===== src/rtl/keypad_if.sv =====
// Keypad scanner signal bundle: row sense lines in, column drive and key report out.
// The scanner takes the master side, the keypad/consumer side takes the slave side.
interface keypad_if;
    logic [3:0] row_in;
    logic [3:0] col_out;
    logic [3:0] key_code;
    logic       key_valid;
    logic       key_held;

    modport master (
        input  row_in,
        output col_out,
        output key_code,
        output key_valid,
        output key_held
    );

    modport slave (
        output row_in,
        input  col_out,
        input  key_code,
        input  key_valid,
        input  key_held
    );
endinterface


===== src/rtl/keypad_scanner.sv =====
// 4x4 matrix keypad scanner: rotating active-low column drive, synchronized row sense,
// press/release debouncing and a one-cycle key_valid pulse per accepted press.
module keypad_scanner #(
    parameter int SCAN_DIV     = 65536,
    parameter int DEBOUNCE_CNT = 4
) (
    input  logic     clk,
    input  logic     rst_n,
    keypad_if.master kp
);

    localparam int DIV_W = (SCAN_DIV > 2) ? $clog2(SCAN_DIV) : 1;
    localparam int CNT_W = $clog2(DEBOUNCE_CNT + 1);
    localparam logic [DIV_W-1:0] DIV_LAST = DIV_W'(SCAN_DIV - 1);
    localparam logic [CNT_W-1:0] CNT_MAX  = CNT_W'(DEBOUNCE_CNT);
    localparam logic [CNT_W-1:0] CNT_ONE  = CNT_W'(1);
    localparam bit FAST = (DEBOUNCE_CNT == 1);

    typedef enum logic [1:0] {
        ST_SCAN     = 2'd0,
        ST_DEBOUNCE = 2'd1,
        ST_HOLD     = 2'd2,
        ST_RELEASE  = 2'd3
    } state_e;

    state_e           state_q, state_d;
    logic [DIV_W-1:0] div_q;
    logic [3:0]       sync1_q, sync2_q;
    logic [1:0]       col_idx_q, col_idx_d;
    logic [1:0]       row_idx_q, row_idx_d;
    logic [CNT_W-1:0] cnt_q, cnt_d;
    logic [3:0]       col_q, col_d;
    logic [3:0]       key_code_q, key_code_d;
    logic             key_valid_q, key_valid_d;
    logic             key_held_q, key_held_d;

    logic             sample_s;
    logic [3:0]       row_low_s;
    logic             any_low_s;
    logic [1:0]       lowest_s;
    logic             latched_low_s;
    logic [CNT_W-1:0] cnt_inc_s;
    logic             cnt_done_s;

    function automatic logic [1:0] lowest_row(input logic [3:0] low);
        if (low[0]) begin
            return 2'd0;
        end else if (low[1]) begin
            return 2'd1;
        end else if (low[2]) begin
            return 2'd2;
        end else begin
            return 2'd3;
        end
    endfunction

    assign sample_s      = (div_q == DIV_LAST);
    assign row_low_s     = ~sync2_q;
    assign any_low_s     = |row_low_s;
    assign lowest_s      = lowest_row(row_low_s);
    assign latched_low_s = row_low_s[row_idx_q];
    assign cnt_inc_s     = (cnt_q >= CNT_MAX) ? CNT_MAX : cnt_q + CNT_ONE;
    assign cnt_done_s    = (cnt_inc_s == CNT_MAX);

    assign kp.col_out   = col_q;
    assign kp.key_code  = key_code_q;
    assign kp.key_valid = key_valid_q;
    assign kp.key_held  = key_held_q;

    // State register.
    always_ff @(posedge clk) begin
        if (!rst_n) begin
            state_q <= ST_SCAN;
        end else begin
            state_q <= state_d;
        end
    end

    // Next-state decision, only ever taken at a sample point.
    always_comb begin
        state_d = state_q;
        case (state_q)
            ST_SCAN: begin
                if (sample_s && any_low_s) begin
                    state_d = FAST ? ST_HOLD : ST_DEBOUNCE;
                end else begin
                    state_d = ST_SCAN;
                end
            end
            ST_DEBOUNCE: begin
                if (sample_s) begin
                    if (!latched_low_s) begin
                        state_d = ST_SCAN;
                    end else if (cnt_done_s) begin
                        state_d = ST_HOLD;
                    end else begin
                        state_d = ST_DEBOUNCE;
                    end
                end else begin
                    state_d = ST_DEBOUNCE;
                end
            end
            ST_HOLD: begin
                if (sample_s && !latched_low_s) begin
                    state_d = FAST ? ST_SCAN : ST_RELEASE;
                end else begin
                    state_d = ST_HOLD;
                end
            end
            ST_RELEASE: begin
                if (sample_s) begin
                    if (latched_low_s) begin
                        state_d = ST_HOLD;
                    end else if (cnt_done_s) begin
                        state_d = ST_SCAN;
                    end else begin
                        state_d = ST_RELEASE;
                    end
                end else begin
                    state_d = ST_RELEASE;
                end
            end
            default: state_d = ST_SCAN;
        endcase
    end

    // Next values of the datapath and of the registered outputs.
    always_comb begin
        col_idx_d   = col_idx_q;
        row_idx_d   = row_idx_q;
        cnt_d       = cnt_q;
        key_code_d  = key_code_q;
        key_valid_d = 1'b0;
        key_held_d  = key_held_q;
        case (state_q)
            ST_SCAN: begin
                if (sample_s && any_low_s) begin
                    row_idx_d = lowest_s;
                    cnt_d     = CNT_ONE;
                    if (FAST) begin
                        key_code_d  = {lowest_s, col_idx_q};
                        key_valid_d = 1'b1;
                        key_held_d  = 1'b1;
                    end else begin
                        key_held_d  = 1'b0;
                    end
                end else if (sample_s) begin
                    col_idx_d = col_idx_q + 2'd1;
                end else begin
                    cnt_d = cnt_q;
                end
            end
            ST_DEBOUNCE: begin
                if (sample_s && latched_low_s) begin
                    cnt_d = cnt_inc_s;
                    if (cnt_done_s) begin
                        key_code_d  = {row_idx_q, col_idx_q};
                        key_valid_d = 1'b1;
                        key_held_d  = 1'b1;
                    end else begin
                        key_held_d  = 1'b0;
                    end
                end else if (sample_s) begin
                    // Bounce: abandon this key and move on to the next column.
                    cnt_d     = {CNT_W{1'b0}};
                    col_idx_d = col_idx_q + 2'd1;
                end else begin
                    cnt_d = cnt_q;
                end
            end
            ST_HOLD: begin
                if (sample_s && !latched_low_s) begin
                    cnt_d = CNT_ONE;
                    if (FAST) begin
                        key_held_d = 1'b0;
                        col_idx_d  = col_idx_q + 2'd1;
                    end else begin
                        key_held_d = 1'b1;
                    end
                end else begin
                    cnt_d = cnt_q;
                end
            end
            ST_RELEASE: begin
                if (sample_s && !latched_low_s) begin
                    cnt_d = cnt_inc_s;
                    if (cnt_done_s) begin
                        key_held_d = 1'b0;
                        col_idx_d  = col_idx_q + 2'd1;
                    end else begin
                        key_held_d = 1'b1;
                    end
                end else begin
                    cnt_d = cnt_q;
                end
            end
            default: begin
                key_held_d = 1'b0;
            end
        endcase
        col_d = ~(4'b0001 << col_idx_d);
    end

    // Divider, row synchronizer and datapath registers.
    always_ff @(posedge clk) begin
        if (!rst_n) begin
            div_q       <= {DIV_W{1'b0}};
            sync1_q     <= 4'b1111;
            sync2_q     <= 4'b1111;
            col_idx_q   <= 2'd0;
            row_idx_q   <= 2'd0;
            cnt_q       <= {CNT_W{1'b0}};
            col_q       <= 4'b1110;
            key_code_q  <= 4'h0;
            key_valid_q <= 1'b0;
            key_held_q  <= 1'b0;
        end else begin
            div_q       <= sample_s ? {DIV_W{1'b0}} : div_q + DIV_W'(1);
            sync1_q     <= kp.row_in;
            sync2_q     <= sync1_q;
            col_idx_q   <= col_idx_d;
            row_idx_q   <= row_idx_d;
            cnt_q       <= cnt_d;
            col_q       <= col_d;
            key_code_q  <= key_code_d;
            key_valid_q <= key_valid_d;
            key_held_q  <= key_held_d;
        end
    end

endmodule


===== src/flat_wrapper.sv =====
// flat-port wrapper written by rule: the top's interface ports become plain ports
module keypad_scanner_flat 
#(
    parameter int SCAN_DIV     = 65536,
    parameter int DEBOUNCE_CNT = 4
)
  (clk, rst_n, kp_row_in, kp_col_out, kp_key_code, kp_key_valid, kp_key_held);
  keypad_if kp_i ();
  input  logic clk;
  input  logic rst_n;
  input wire logic [$bits(kp_i.row_in)-1:0] kp_row_in;
  output wire logic [$bits(kp_i.col_out)-1:0] kp_col_out;
  output wire logic [$bits(kp_i.key_code)-1:0] kp_key_code;
  output wire logic [$bits(kp_i.key_valid)-1:0] kp_key_valid;
  output wire logic [$bits(kp_i.key_held)-1:0] kp_key_held;
  assign kp_i.row_in = kp_row_in;
  assign kp_col_out = kp_i.col_out;
  assign kp_key_code = kp_i.key_code;
  assign kp_key_valid = kp_i.key_valid;
  assign kp_key_held = kp_i.key_held;
  keypad_scanner #(.SCAN_DIV(SCAN_DIV), .DEBOUNCE_CNT(DEBOUNCE_CNT)) u_core (.clk(clk), .rst_n(rst_n), .kp(kp_i));
endmodule

===== config.mk =====
export PLATFORM = sky130hd
export DESIGN_NAME = keypad_scanner_flat
export DESIGN_NICKNAME = d
export VERILOG_FILES = /design/src/rtl/keypad_if.sv /design/src/rtl/keypad_scanner.sv /design/src/flat_wrapper.sv
export SDC_FILE = /design/constraint.sdc
export NUM_CORES = 1
export LEC_CHECK = 0
export CORE_MARGIN = 2
export CORE_UTILIZATION = 44
export CTS_BUF_LIST = sky130_fd_sc_hd__clkbuf_8
export DETAILED_ROUTE_END_ITERATION = 10
export PLACE_DENSITY = 0.69
export SLEW_MARGIN = 20
export SYNTH_ARGS = -nofsm -noshare
export SYNTH_HDL_FRONTEND = slang
export SYNTH_SLANG_ARGS = --single-unit

===== constraint.sdc =====
create_clock -name clk -period 2.6 [get_ports clk]
set_clock_uncertainty 0.2 [all_clocks]
set_input_delay 0.39 -clock clk [delete_from_list [all_inputs] [get_ports clk]]
set_output_delay 0.39 -clock clk [all_outputs]
set_load 0.1 [all_outputs]

[Word level (Yosys, flattened, before mapping)]
Cells that the tools add are included.
Word-level totals
  memory bits (writable): 0
  memories: 0
  output and inout port bits: 10
  input bits: 6
  bits in read-only memories: 0
  register bits after elaboration: 43
  logic and storage cells: 76
  bits in latches: 0
Cells by class
  divide/modulo/power cells: 0
  shift-type cells: 1
  multipliers: 0
  reductions and logical operators: 12
  $add $sub $neg: 3
  muxes and demuxes: 34
  bitwise logic cells: 3
  equality and inequality tests: 10
  order comparisons: 2
Operators by type and width (count)
  2-bit 2-to-1 mux: 13
  3-bit 2-to-1 mux: 6
  16-bit by 1-bit adder with 16-bit output, second input constant: 1
  16-bit equality test, second input constant: 1
  3-bit case mux with 4 select lines: 1
  1-bit 2-to-1 mux: 10
  2-bit by 1-bit inequality test with 1-bit output, second input constant: 4
  4-bit inverter: 2
  2-bit case mux with 4 select lines: 1
  4-bit AND reduction: 2
  2-bit case mux with 3 select lines: 1
  3-bit AND reduction: 2
  2-bit equality test, second input constant: 2
  1-bit case mux with 4 select lines: 1
  4-bit OR reduction: 1
  1-bit by 2-bit << shifter with 4-bit output, first input constant: 1
  3-bit by 1-bit adder with 3-bit output, second input constant: 1
  3-bit equality test, second input constant: 1
  3-bit >= comparator, second input constant: 1
  1-bit logical AND: 3
  2-bit by 3-bit less-than comparator with 1-bit output, second input constant: 1
  3-bit by 1-bit inequality test with 1-bit output, second input constant: 1
  2-bit by 1-bit adder with 2-bit output, second input constant: 1
  1-bit binary-select mux with 2-bit select: 1
  6 further kinds: 6

[Depth between registers and ports, before layout]
  depth after elaboration: 9
  mapped depth: 8
  gate-level depth less buffers: 7

[Worst setup path after synthesis]
Ideal clock, no wire load.
  path kind: register -> register
  start: register u_core.div_q[0]
  end: register u_core.col_q[3], in the netlist u_core.kp.col_out[3]
  data required time: 2.280 ns
  library setup time: 0.120 ns
  buffers on the path: 0
  cell stages (with the launch flop): 7
  arrival time: 1.903 ns
  path slack: 0.377 ns
  clock period less this slack: 2.223 ns
  path through: dfxtp_1 ha_1 and4_1 nand4_4 nor3_1 mux2_2 a211o_1
Between the ends
  word-level cells in the longest chain between the ends: 6
  elaborated cells between the ends (all ways): 11
  classes of those cells: eq/ne: 1; shift: 1; mux: 5; bitwise: 1; reduce/logical: 3
RTL lines
  from (decl): line keypad_scanner.sv:27  | logic [DIV_W-1:0] div_q;
  from (signal assigned): line keypad_scanner.sv:207  | div_q <= {DIV_W{1'b0}};
  from (signal assigned): line keypad_scanner.sv:218  | div_q <= sample_s ? {DIV_W{1'b0}} : div_q + DIV_W'(1);
  16-bit equality test (*): line keypad_scanner.sv:57  | assign sample_s = (div_q == DIV_LAST);
  2-bit 2-to-1 mux (tied with other cells): line keypad_scanner.sv:147, keypad_scanner.sv:163
  2-bit 2-to-1 mux (on tied branches): line keypad_scanner.sv:154, keypad_scanner.sv:137, keypad_scanner.sv:185
  2-bit case mux with 3 select lines (*): line keypad_scanner.sv:135  | case (state_q)
  1-bit by 2-bit << shifter with 4-bit output (*): line keypad_scanner.sv:201  | col_d = ~(4'b0001 << col_idx_d);
  4-bit inverter (*): line keypad_scanner.sv:201
  to (signal assigned): line keypad_scanner.sv:224  | col_q <= col_d;
  to (decl): line keypad_scanner.sv:32  | logic [3:0] col_q, col_d;
Mark *: on every way between the ends. The rest lies on a longest branch, timed or not.
A chain may end at the register's enable or synchronous reset.

[Worst setup path in the final report]
  start: register u_core.div_q[0]
  end: register u_core.col_q[1], in the netlist u_core.kp.col_out[1]
Same word-level chain as after synthesis.

==> metrics.md <==
| Metric | Value |
|---|---|
| Largest net degree at the start of global routing | 21 |
| Sequential share of power | 59.8% |
| Clock transition at path regs | 0.08 ns |
| Sum Neg Setup Slack | 0 ns |
| Critical path's most frequent cell | sky130_fd_sc_hd__and4_1 |
| Wire length of the first global-routing pass | 5780 um |
| Clock tree root buffer cell | sky130_fd_sc_hd__clkbuf_8 |
| Via count of the first global-routing pass | 1,248 |
| Clock sink count | 43 |
| Post-layout utilization of the core | 52.3% |
| Cells after Synth | 194 |
| Die height | 68.7 um |
| Initial core utilization | 45.7% |
| Post-synth ARST share | 0% |
| Filler cell count in the final layout | 379 |
| Ant. Diodes | 0 |
| Post-cts repair resize count | 0 |
| Power consumption | 1.13 mW |
| Initial antenna violation count | 0 |
| Sum of overflow across all layers after global routing | 0 |
| Number of buffers created by CTS | 5 |
| Net Count, Synth | 203 |
| Clock tree from TritonCTS | yes |
| CP Class | flop to flop |
| Antenna viol nets, final | 0 |
| Total standard cell area after synthesis | 1840 um2 |
| Placeable Area | 4030 um2 |
| Max-capacitance violation count | 0 |
| Total area of multi-input combinational cells | 931 um2 |
| Type of element capturing the critical path | flop |
| Clock latency at the later pin of the worst-skew pair | 0.29 ns |
| RSZ-0062 raised after global routing | no |
| PD cells | 535 nW/um2 |
| Area overhead of the layout relative to synthesis | 14.3% |
| Pre-CTS setup slack | 0.202 ns |
| Count of input and output buffers | 15 |
| Series of cell instances along the critical path | ha_1 > and4_1 > and4_1 > mux2i_1 > a2111oi_1 > or4_1 |
| Critical path startpoint category | flop |
| Count of standard-cell rows | 23 |
| WL final | 3370 um |
| Total setup buffers inserted after CTS | 0 |
| Cell with the most instances after synthesis | sky130_fd_sc_hd__dfxtp_1 |
| Worst path max stage delay | 0.41 ns |
| Internal Dissipation | 0.872 mW |
| Post-layout worst setup margin | 0.195 ns |
| Net count, final | 220 |
| Syn Area/Cell | 9.50 um2 |
| Post-detailed-placement half-perimeter wirelength | 2360 um |
| Leakage power | 0.831 nW |
| Run status | completed |
| Switching fraction of total power | 22.7% |
| Transition at the pin with the smallest max-transition slack | 0.539 ns |
| Library cell with the largest summed area after synthesis | sky130_fd_sc_hd__dfxtp_1 |
| Crit path max-delay cell type | sky130_fd_sc_hd__or4_1 |
| Portion of the post-synthesis area used by sequential elements | 46.7% |
| Routed wirelength normalized by instance count | 12.8 um |
| Standard cell area after detailed placement | 2020 um2 |
| Final weighted congestion of routability-driven global placement | 0.796 |
| Number of iterations in the first detailed-routing pass | 4 |
| Number of buffers inserted by hold repair at cts | 0 |
| VDD IR-drop max | 278 uV |
| Count of synthesis-stage warnings from yosys | 0 |
| Crit path DAT | 2.38 ns |
| Part of the power in combinational logic | 3.9% |
| Min Tclk post-route | 2.40 ns |
| Switching power of the nets | 0.255 mW |
| Final max-slew violation count | 0 |
| Endpoint required time on the critical path | 2.58 ns |
| Post-synthesis register bit count | 43 |
| Count of cell types in the netlist | 41 |
| Largest cells by area after synthesis | sky130_fd_sc_hd__dfxtp_1 47%, sky130_fd_sc_hd__nor2_1 5.5%, sky130_fd_sc_hd__mux2i_1 4.3%, sky130_fd_sc_hd__xnor2_1 4.3%, sky130_fd_sc_hd__nand2b_1 3.7% |
| DIE AREA | 4720 um2 |
| Largest fanout on the critical path | 8 |
| Critical path buffer and inverter count | 0 |
| Max frequency | 0.416 GHz |
| Buffers from clock root to sink, at most | 2 |
| Final hold violation count | 0 |
| Power share of the clock group | 36.3% |
| Type of the worst min-delay path | flop to flop |
| Storage element area | 861 um2 |
| Worst-case headroom to the max-slew limit | 63.8% |
| Vias | 1,391 |
| Leading cell types by count after synthesis | 43 x sky130_fd_sc_hd__dfxtp_1, 27 x sky130_fd_sc_hd__nor2_1, 11 x sky130_fd_sc_hd__nand2b_1, 9 x sky130_fd_sc_hd__xnor2_1 |
| Share of the cycle needed by the critical path after routing | 92.5% |
| Total track usage | 16.8% |
| Total of endpoints with negative setup slack in the final report | 0 |
| Via-to-Cell Ratio | 5.31 |
| Die width | 68.7 um |
| DRC errors left | 0 |
| Number of enable flip-flop cells after synthesis | 0 |
| Most instantiated flip-flop cell in the synthesis netlist | sky130_fd_sc_hd__dfxtp_1 |
| Post-Layout Inst Area | 2110 um2 |
| Iter 0 DRT Violations | 68 |
| Top delay family on crit path | simple AND/OR/NAND/NOR gates |
| Fraction of final layout cells with drive strength greater than 1 | 11.3% |
| Number of top-level pins | 16 |
| Share of the synthesized area in the top cell type | 46.7% |
| Number of H-tree levels | 2 |
-- path summary, 6_finish.rpt --
path | slack (ns) | cells past startpoint | end | start
worst max-delay path | 0.20 | 6 | u_core.kp.col_out[1] | u_core.div_q[0]
worst min-delay path | 0.21 | 1 | u_core.sync2_q[2] | u_core.sync1_q[2]
worst max register to register | 0.20 | 6 | u_core.kp.col_out[1] | u_core.div_q[0]
worst min register to register | 0.21 | 1 | u_core.sync2_q[2] | u_core.sync1_q[2]
-- metal layers --
layer  wire [um]  global-route usage (%)  vias up
li1            -                       -      718
met3          97                    4.38        2
met4          42                    8.09        0
met5           0                       0        -
met2        1550                    24.5       24
met1        1680                    22.9      647
-- placed cells by master, fill, tap and decap left out, drive strengths merged, types with 3 or more instances in the layout --
| cell type | Yosys | final |
|---|---|---|
| buf | 1 | 13 |
| and4 | 7 | 7 |
| nand2 | 8 | 8 |
| xor2 | 7 | 7 |
| xnor2 | 9 | 9 |
| ha | 3 | 3 |
| clkdlybuf4s50 | 0 | 5 |
| nand2b | 11 | 11 |
| dfxtp | 43 | 43 |
| and3 | 5 | 5 |
| o21ai | 4 | 4 |
| a21oi | 7 | 7 |
| inv | 5 | 6 |
| mux2i | 8 | 8 |
| nor2 | 27 | 27 |
| clkbuf | 7 | 5 |
| nand4 | 4 | 4 |
| nor3 | 4 | 4 |
| nand3 | 7 | 7 |
-- cell families after synthesis --
group / Yosys count / synth area share (%)
adder cells (fa/ha/maj): 3 / 2.04
multiplexers: 10 / 6.18
XOR/XNOR: 16 / 7.60
flip-flops: 43 / 46.7
buffers and inverters: 13 / 2.85
AO/OA/AOI/OAI: 26 / 9.64
AND/OR/NAND/NOR: 83 / 25.0
-- per-stage QoR --
stage / hold slack, ns / std cells
after floorplan: 0.186 / 194
after global placement: 0.190 / 254
after detailed placement: 0.200 / 254
after CTS: 0.219 / 262
after global routing: 0.232 / 262
final: 0.213 / 262
-- worst register-to-register path, stage by stage, from the launching register on --
cell and delay [ns]:
sky130_fd_sc_hd__dfxtp_1 0.37, sky130_fd_sc_hd__ha_1 0.22, sky130_fd_sc_hd__and4_1 0.32, sky130_fd_sc_hd__and4_1 0.39, sky130_fd_sc_hd__mux2i_1 0.29, sky130_fd_sc_hd__a2111oi_1 0.09
sky130_fd_sc_hd__or4_1 0.41
-- power groups by stage --
| stage | logic (mW) | registers [mW] | clock network [mW] |
|---|---|---|---|
| 6_report | 0.0441 | 0.674 | 0.409 |
| 5_1_grt | 0.0506 | 0.675 | 0.455 |
| 4_1_cts | 0.0446 | 0.674 | 0.424 |
| 3_5_place_dp | 0.0441 | 0.689 | 0 |
| 3_3_place_gp | 0.0441 | 0.689 | 0 |
| 2_1_floorplan | 0.0277 | 0.688 | 0 |
-- flip-flops by register name, indices dropped and copies added, names as in the netlist --
signal               cells
u_core.div_q            16
u_core.kp.col_out        4
u_core.kp.key_code       4
u_core.sync1_q           4
u_core.sync2_q           4
u_core.cnt_q             3
u_core.col_idx_q         2
u_core.row_idx_q         2
u_core.state_q           2
u_core.kp.key_held       1
u_core.kp.key_valid      1
-- cell type report --
class	count	area share (%)
clock inverter	3	0.772
multi-input combinational	138	44.2
inverter	5	0.891
timing repair buffer	18	7.01
clock buffer	5	3.27
sequential	43	40.9
tap	50	2.97
(Power assumes the default switching activity.)
